## src/rtl/addsub_arbiter_if.sv

```systemverilog
// Request/response bundle between two add/sub requesters, the shared arbiter and its consumer.
// Latency: none, wires only.
// Backpressure: valid/ready on each request port and on the response port.
interface addsub_arbiter_if #(
   parameter int W = 4
);
   logic         req0_valid;
   logic         req0_ready;
   logic [W-1:0] req0_a;
   logic [W-1:0] req0_b;
   logic         req0_m;

   logic         req1_valid;
   logic         req1_ready;
   logic [W-1:0] req1_a;
   logic [W-1:0] req1_b;
   logic         req1_m;

   logic         rsp_valid;
   logic         rsp_ready;
   logic         rsp_id;
   logic [W-1:0] rsp_s;
   logic         rsp_c;
   logic         rsp_v;

   // Arbiter side: consumes requests, produces responses.
   modport slave (
      input  req0_valid, req0_a, req0_b, req0_m,
      output req0_ready,
      input  req1_valid, req1_a, req1_b, req1_m,
      output req1_ready,
      output rsp_valid, rsp_id, rsp_s, rsp_c, rsp_v,
      input  rsp_ready
   );

   // Requester/consumer side.
   modport master (
      output req0_valid, req0_a, req0_b, req0_m,
      input  req0_ready,
      output req1_valid, req1_a, req1_b, req1_m,
      input  req1_ready,
      input  rsp_valid, rsp_id, rsp_s, rsp_c, rsp_v,
      output rsp_ready
   );
endinterface

```

## src/rtl/addsub_arbiter.sv

```systemverilog
// Round-robin arbiter sharing one ripple add/sub unit between two requesters, single-entry result register.
// Latency: accept in cycle N, result visible from cycle N+1; one op per cycle while rsp_ready is high.
// Backpressure: a full register with rsp_ready low drops both request readys.
module addsub_arbiter #(
   parameter int W = 4
) (
   input  logic             clk,
   input  logic             rst_n,
   addsub_arbiter_if.slave  bus
);

   typedef enum logic {
      EMPTY = 1'b0,
      FULL  = 1'b1
   } state_t;

   state_t       state;
   logic         last_grant;

   logic         rsp_id_q;
   logic [W-1:0] rsp_s_q;
   logic         rsp_c_q;
   logic         rsp_v_q;

   logic         win0;
   logic         win1;
   logic         can_accept;
   logic         accept;

   logic [W-1:0] op_a;
   logic [W-1:0] op_b;
   logic         op_m;

   logic [W-1:0] sum;
   logic         carry;
   logic         bx;
   logic         c_msb;
   logic         c_raw;

   // Pick the winner: a lone requester wins, a tie goes to the port not granted last.
   always_comb begin
      win1       = bus.req1_valid & (~bus.req0_valid | ~last_grant);
      win0       = bus.req0_valid & ~win1;
      can_accept = (state == EMPTY) | bus.rsp_ready;
      accept     = (win0 | win1) & can_accept;
   end

   // Readys are held low while reset is asserted even though the register reads empty.
   assign bus.req0_ready = win0 & can_accept & rst_n;
   assign bus.req1_ready = win1 & can_accept & rst_n;

   // Steer the winner's operands into the shared datapath.
   always_comb begin
      op_a = win1 ? bus.req1_a : bus.req0_a;
      op_b = win1 ? bus.req1_b : bus.req0_b;
      op_m = win1 ? bus.req1_m : bus.req0_m;
   end

   // Ripple chain: A + (B ^ M) + M, recording the carry into the MSB for overflow.
   always_comb begin
      sum   = '0;
      c_msb = 1'b0;
      bx    = 1'b0;
      carry = op_m;
      for (int i = 0; i < W; i++) begin
         bx     = op_b[i] ^ op_m;
         sum[i] = op_a[i] ^ bx ^ carry;
         if (i == W - 1) begin
            c_msb = carry;
         end
         carry  = (op_a[i] & bx) | (carry & (op_a[i] ^ bx));
      end
      c_raw = carry;
   end

   // Output register FSM: load on accept, drain when the consumer takes the result.
   always_ff @(posedge clk or negedge rst_n) begin
      if (!rst_n) begin
         state      <= EMPTY;
         last_grant <= 1'b1;
         rsp_id_q   <= 1'b0;
         rsp_s_q    <= '0;
         rsp_c_q    <= 1'b0;
         rsp_v_q    <= 1'b0;
      end else begin
         case (state)
            EMPTY: begin
               if (accept) begin
                  state <= FULL;
               end
            end
            FULL: begin
               if (bus.rsp_ready && !accept) begin
                  state <= EMPTY;
               end
            end
            default: state <= EMPTY;
         endcase
         if (accept) begin
            last_grant <= win1;
            rsp_id_q   <= win1;
            rsp_s_q    <= sum;
            rsp_c_q    <= c_raw ^ op_m;
            rsp_v_q    <= c_msb ^ c_raw;
         end
      end
   end

   assign bus.rsp_valid = (state == FULL);
   assign bus.rsp_id    = rsp_id_q;
   assign bus.rsp_s     = rsp_s_q;
   assign bus.rsp_c     = rsp_c_q;
   assign bus.rsp_v     = rsp_v_q;

endmodule

```

## src/flat_wrapper.sv

```systemverilog
// flat-port wrapper written by rule: the top's interface ports become plain ports
module addsub_arbiter_flat 
#(
   parameter int W = 4
)
  (clk, rst_n, bus_req0_valid, bus_req0_a, bus_req0_b, bus_req0_m, bus_req0_ready, bus_req1_valid, bus_req1_a, bus_req1_b, bus_req1_m, bus_req1_ready, bus_rsp_valid, bus_rsp_id, bus_rsp_s, bus_rsp_c, bus_rsp_v, bus_rsp_ready);
  addsub_arbiter_if #(.W(W)) bus_i ();
  input  logic clk;
  input  logic rst_n;
  input wire logic [$bits(bus_i.req0_valid)-1:0] bus_req0_valid;
  input wire logic [$bits(bus_i.req0_a)-1:0] bus_req0_a;
  input wire logic [$bits(bus_i.req0_b)-1:0] bus_req0_b;
  input wire logic [$bits(bus_i.req0_m)-1:0] bus_req0_m;
  output wire logic [$bits(bus_i.req0_ready)-1:0] bus_req0_ready;
  input wire logic [$bits(bus_i.req1_valid)-1:0] bus_req1_valid;
  input wire logic [$bits(bus_i.req1_a)-1:0] bus_req1_a;
  input wire logic [$bits(bus_i.req1_b)-1:0] bus_req1_b;
  input wire logic [$bits(bus_i.req1_m)-1:0] bus_req1_m;
  output wire logic [$bits(bus_i.req1_ready)-1:0] bus_req1_ready;
  output wire logic [$bits(bus_i.rsp_valid)-1:0] bus_rsp_valid;
  output wire logic [$bits(bus_i.rsp_id)-1:0] bus_rsp_id;
  output wire logic [$bits(bus_i.rsp_s)-1:0] bus_rsp_s;
  output wire logic [$bits(bus_i.rsp_c)-1:0] bus_rsp_c;
  output wire logic [$bits(bus_i.rsp_v)-1:0] bus_rsp_v;
  input wire logic [$bits(bus_i.rsp_ready)-1:0] bus_rsp_ready;
  assign bus_i.req0_valid = bus_req0_valid;
  assign bus_i.req0_a = bus_req0_a;
  assign bus_i.req0_b = bus_req0_b;
  assign bus_i.req0_m = bus_req0_m;
  assign bus_req0_ready = bus_i.req0_ready;
  assign bus_i.req1_valid = bus_req1_valid;
  assign bus_i.req1_a = bus_req1_a;
  assign bus_i.req1_b = bus_req1_b;
  assign bus_i.req1_m = bus_req1_m;
  assign bus_req1_ready = bus_i.req1_ready;
  assign bus_rsp_valid = bus_i.rsp_valid;
  assign bus_rsp_id = bus_i.rsp_id;
  assign bus_rsp_s = bus_i.rsp_s;
  assign bus_rsp_c = bus_i.rsp_c;
  assign bus_rsp_v = bus_i.rsp_v;
  assign bus_i.rsp_ready = bus_rsp_ready;
  addsub_arbiter #(.W(W)) u_core (.clk(clk), .rst_n(rst_n), .bus(bus_i));
endmodule
```

## config.mk

```make
export PLATFORM = sky130hd
export DESIGN_NAME = addsub_arbiter_flat
export DESIGN_NICKNAME = d
export VERILOG_FILES = /design/src/rtl/addsub_arbiter_if.sv /design/src/rtl/addsub_arbiter.sv /design/src/flat_wrapper.sv
export SDC_FILE = /design/constraint.sdc
export NUM_CORES = 1
export LEC_CHECK = 0
export ABC_AREA = 1
export CAP_MARGIN = 25
export CORE_UTILIZATION = 41
export CTS_BUF_LIST = sky130_fd_sc_hd__clkbuf_4 sky130_fd_sc_hd__clkbuf_8
export CTS_CLUSTER_DIAMETER = 150
export DETAILED_ROUTE_END_ITERATION = 7
export PLACE_DENSITY = 0.84
export SETUP_SLACK_MARGIN = 0.05
export SKIP_CTS_REPAIR_TIMING = 1
export SYNTH_ARGS = -nofsm -noshare
export SYNTH_HDL_FRONTEND = slang
export SYNTH_SLANG_ARGS = --single-unit
```

## constraint.sdc

```tcl
create_clock -name clk -period 2.8 [get_ports clk]
set_clock_uncertainty 0.05 [all_clocks]
set_input_delay 0.42 -clock clk [delete_from_list [all_inputs] [get_ports clk]]
set_output_delay 0.42 -clock clk [all_outputs]
set_load 0.03 [all_outputs]
```

### Yosys cells after proc, flatten, opt, wreduce, memory -nomap -nowiden

Cells that the tools add are included.

| operators by class | value |
|---|---|
| add/subtract/negate cells | 0 |
| multipliers | 0 |
| div/mod/pow operators | 0 |
| $lt $le $gt $ge | 0 |
| equal/unequal tests | 0 |
| shifts and indexed selects | 0 |
| mux-type cells | 6 |
| bitwise logic cells | 40 |
| reductions and logical operators | 2 |

Operators by type and width:

| cell | count |
|---|---|
| 1-bit bitwise AND | 15 |
| 1-bit bitwise XOR | 14 |
| 4-bit 2-to-1 mux | 2 |
| 1-bit bitwise OR | 7 |
| 1-bit NOT | 4 |
| 1-bit 2-to-1 mux | 3 |
| 1-bit one-hot mux with 2 select lines | 1 |
| 1-bit logical AND | 1 |
| 1-bit zero test | 1 |

| storage, ports and cells | value |
|---|---|
| register bits | 9 |
| latch bits | 0 |
| memory bits (writable) | 0 |
| ROM bits | 0 |
| output and inout bits | 10 |
| word-level logic and storage cells | 54 |
| memories kept | 0 |

### Depth between registers and ports, before layout

| depth | value |
|---|---|
| depth in word-level cells | 15 |
| mapped depth | 15 |
| gate-level depth less buffers | 14 |

### Least setup slack after synthesis

No wires, ideal clock.

| path | value |
|---|---|
| kind | register to register |
| from | reg u_core.last_grant |
| to | reg u_core.rsp_s_q[3] (netlist: u_core.bus.rsp_s[3]) |
| setup time | 0.074 ns |
| data arrival time | 2.499 ns |
| required time | 2.676 ns |
| path slack | 0.177 ns |
| stages on the path, launching flop included | 12 |
| clock period less this slack | 2.623 ns |
| path through | dfstp_2 -> nand2_2 -> nand2_4 -> buf_4 -> nand2_1 -> o21ai_2 -> xnor2_1 -> fa_1 -> fa_1 -> inv_1 -> fa_1 -> o21ai_2 |

| on the way | value |
|---|---|
| cells in the longest elaborated chain, start to end | 13 |
| elaborated cells between the ends (all ways) | 28 |

Ends and longest elaborated chain:

| element | line | text |
|---|---|---|
| from (decl) | addsub_arbiter.sv:18 | `logic last_grant;` |
| from (signal assigned) | addsub_arbiter.sv:100 | `last_grant <= win1;` |
| 1-bit NOT (*) | addsub_arbiter.sv:42 | `win1 = bus.req1_valid & (~bus.req0_valid \| ~last_grant);` |
| 1-bit bitwise OR (*) | addsub_arbiter.sv:42 |  |
| 1-bit bitwise AND (*) | addsub_arbiter.sv:42 |  |
| 4-bit 2-to-1 mux or 1-bit 2-to-1 mux (tied branches) | addsub_arbiter.sv:55, addsub_arbiter.sv:56 |  |
| 1-bit bitwise XOR | addsub_arbiter.sv:66 | `bx = op_b[i] ^ op_m;` |
| 1-bit bitwise XOR | addsub_arbiter.sv:71 | `carry = (op_a[i] & bx) \| (carry & (op_a[i] ^ bx));` |
| 1-bit bitwise AND | addsub_arbiter.sv:71 |  |
| 1-bit bitwise OR | addsub_arbiter.sv:71 |  |
| 1-bit bitwise AND | addsub_arbiter.sv:71 |  |
| 1-bit bitwise OR | addsub_arbiter.sv:71 |  |
| 1-bit bitwise AND | addsub_arbiter.sv:71 |  |
| 1-bit bitwise OR | addsub_arbiter.sv:71 |  |
| 1-bit bitwise XOR | addsub_arbiter.sv:67 | `sum[i] = op_a[i] ^ bx ^ carry;` |
| to (signal assigned) | addsub_arbiter.sv:102 | `rsp_s_q <= sum;` |
| to (decl) | addsub_arbiter.sv:21 | `logic [W-1:0] rsp_s_q;` |

Every way passes the cells marked *; elsewhere a longest branch is shown, timed or not.
A chain may end at the register's enable or synchronous reset.

### Worst setup path in the final report

Same ends and word-level chain as after synthesis.

==> flow_metrics.py <==
metrics = {
    "status": {
        "status": "complete, no violations",
    },
    "setup_path": {
        "crit_path_end_kind": "flip-flop",
        "crit_type": "reg -> reg",
        "path_cells": "nand2_2 > buf_4 > nand3_1 > nand2_1 > nand2_1 > nand2_1 > fa_2 > fa_2 > inv_1 > fa_2 > o21ai_2",
        "cp.arrival_ps": 2710,
        "required_ps": 2950,
        "r2r_end": "u_core.bus.rsp_s[3]",
        "path_delay_family": "adder cells",
        "reg2reg_setup_slack_ps": 230,
        "cp_max_fo": 4,
        "slowest_stage": "dfstp_2",
        "path_depth": 11,
        "reg2regPathDepth": 11,
        "critical_path.max_stage_delay_ps": 540,
        "startpoint": "u_core.last_grant",
        "path_buf_inv": 2,
        "cp-start-kind": "flip-flop",
        "crit_end": "u_core.bus.rsp_s[3]",
        "reg2reg_from": "u_core.last_grant",
    },
    "detailed_routing": {
        "postRouteAntennaNets": 0,
        "finalWirelength_mm": 1.75,
        "post-route-drc-count": 0,
        "vias": 735,
        "drt_pass1_iterations": 4,
        "wl_per_cell_um": 11.2,
        "drt_iter0_drc": 18,
        "via_per_inst": 4.71,
    },
    "timing": {
        "tightest_slew_ps": 316,
        "rsz0062_at_grt": "false",
        "post-route-period-util_pct": 91.7,
        "timing.final.max_slew_violations": 0,
        "setup_slack_ps": 232,
        "clock.fmax_mhz": 389,
        "fin_crit_ps": 2570,
        "setup_viol": 0,
        "hold_violations": 0,
        "maxSlewHeadroom_pct": 78.8,
    },
    "clock_tree": {
        "cts_inserted_buffers": 3,
        "cts-root-buf": "clkbuf_4",
        "cts_max_level": 1,
        "clk_pin_slew_worst_paths_ps": 60,
        "clock_latency_ps": 260,
        "cts_tree": "done",
        "clk_path_buf_depth": 2,
        "clkSinkCount": 9,
    },
    "die": {
        "die_h_um": 43.0,
        "num_io_pins": 33,
        "core_um2": 1540,
        "chipWidth_um": 43.0,
        "dieArea_um2": 1850,
        "rows": 14,
        "initial_core_util_pct": 44.7,
    },
    "synth": {
        "syn_inst": 93,
        "synthTopCellsByCount": "nand2_1, inv_1, dfrtp_1",
        "synth_top_cell_by_area": "dfrtp_1",
        "synth.distinct_cells": 20,
        "synth_most_common_cell": "nand2_1",
        "yosys-top-cells-area": "dfrtp_1, nand2_1, fa_1, inv_1, nand3_1",
        "yosys_warnings": 0,
        "syn_area_um2": 689,
        "seq_area_frac_synth_pct": 32.8,
        "ys_ff_latch": 9,
        "synthFlopType": "dfrtp_1",
        "synth.top_cell.area_share_pct": 29.0,
        "syn_nets": 119,
        "async_reset_ff_share_pct": 100,
        "syn_area_per_cell_um2": 7.41,
        "synth_edf_count": 0,
    },
    "pwr": {
        "peakVddDrop_uv": 269,
        "power_density_nw_per_um2": 641,
        "leakage_nw": 0.602,
        "finalPower_mw": 0.744,
    },
    "grt": {
        "antenna_found_initial": 0,
        "grt_pass1_wl_mm": 2.77,
        "overflow": 0,
        "track_usage_pct": 20.7,
        "grt_max_degree": 12,
        "grt_pass1_vias": 644,
    },
    "placement": {
        "portBuffers": 32,
        "dp_slack_ps": -237,
        "hpwlAfterDp_mm": 1.40,
        "gp_congestion": 0.877,
        "dpl.cell_count": 150,
    },
    "cells_and_area": {
        "nets": 167,
        "drive_gt1_share_pct": 22.9,
        "areaGrowthSynthToFinish_pct": 68.4,
        "diodes": 0,
        "multi_input_area_um2": 417,
        "fillCellCount": 112,
        "regArea_um2": 226,
        "stdcell_count": 156,
    },
    "worst_hold_path": {
        "hp-class": "in -> async",
    },
    "run": {
        "cap_violations": 0,
    },
}
## worst register-to-register path: stages, from the launching register on
cell     delay, ps
dfstp_2        540
nand2_2         80
buf_4          150
nand3_1         70
nand2_1         60
nand2_1         80
nand2_1         70
fa_2           340
fa_2           360
inv_1          110
fa_2           460
o21ai_2        140
## area by class of cell
type                    instances  share of cell area [%]
clock buffers                   4                    2.59
inverters                      12                    3.88
multi-input cells              70                    35.9
flip-flops and latches          9                    19.5
well taps                      16                    1.72
repair buffers                 45                    36.4
## sequential cells by signal (all words and copies together) (netlist names)
register	flops
u_core.last_grant	1
u_core.bus.rsp_s	4
u_core.bus.rsp_c	1
u_core.bus.rsp_v	1
u_core.bus.rsp_id	1
u_core.bus.rsp_valid	1
## report_power, final
group | switching [mW] | internal, mW
sequential | 0.0246 | 0.176
combinational | 0.230 | 0.201
clock | 0.0478 | 0.0648
## cells in the final DEF (no fill, tap or decap), drive strengths merged
cell type,netlist,final
mux2i,1,1
o21ai,5,5
nor2,2,2
clkdlybuf4s50,0,30
nand2,45,45
fa,3,3
dlymetal6s2s,0,2
dfrtp,8,8
nand3,7,7
nand3b,1,1
dfstp,1,1
xor2,1,1
inv,12,12
nor4,1,1
buf,2,13
a21oi,1,1
xnor2,3,3
clkbuf,0,4
## kinds of logic (layout without fill, tap and decap cells)
kind of cell             Yosys count  after routing  share of synthesized area, %
flip-flops                         9              9                          32.8
buffers and inverters             14             61                          9.26
AND/OR/NAND/NOR                   56             56                          34.5
multiplexers                       1              1                          1.45
adder cells (fa/ha/maj)            3              3                          8.71
AO/OA/AOI/OAI                      6              6                          8.17
XOR/XNOR                           4              4                          5.08
## how the worst min path moves through the flow
stage | start | to | depth (start not counted)
detailed placement | u_core.bus.rsp_id | u_core.bus.rsp_id | 2
global route | rst_n | u_core.bus.rsp_valid | 2
floorplan | rst_n | u_core.bus.rsp_c | 0
finish | rst_n | u_core.bus.rsp_c | 2
global placement | u_core.bus.rsp_s[1] | u_core.bus.rsp_s[1] | 2
CTS | rst_n | u_core.bus.rsp_s[1] | 2
## per-layer routing
metal / track usage (%) / routed length, um / vias up
met5: 0 / 0 / -
met4: 15.2 / 72 / 0
met3: 1.70 / 63 / 7
met2: 33.6 / 852 / 19
met1: 25.3 / 758 / 332
li1: - / - / 377
## metrics by stage
| stage | TNS (ps) | hold slack [ps] | util [%] | area [um^2] |
|---|---|---|---|---|
| floorplan | 0 | 74.4 | - | 689 |
| global placement | -351 | 404 | 70.9 | 1090 |
| detailed placement | -642 | 414 | 70.9 | 1090 |
| CTS | 0 | 419 | 72.9 | 1120 |
| global route | 0 | 432 | 75.3 | 1160 |
| finish | 0 | 417 | 75.3 | 1160 |
No activity file was read; power rests on OpenSTA's default activity.
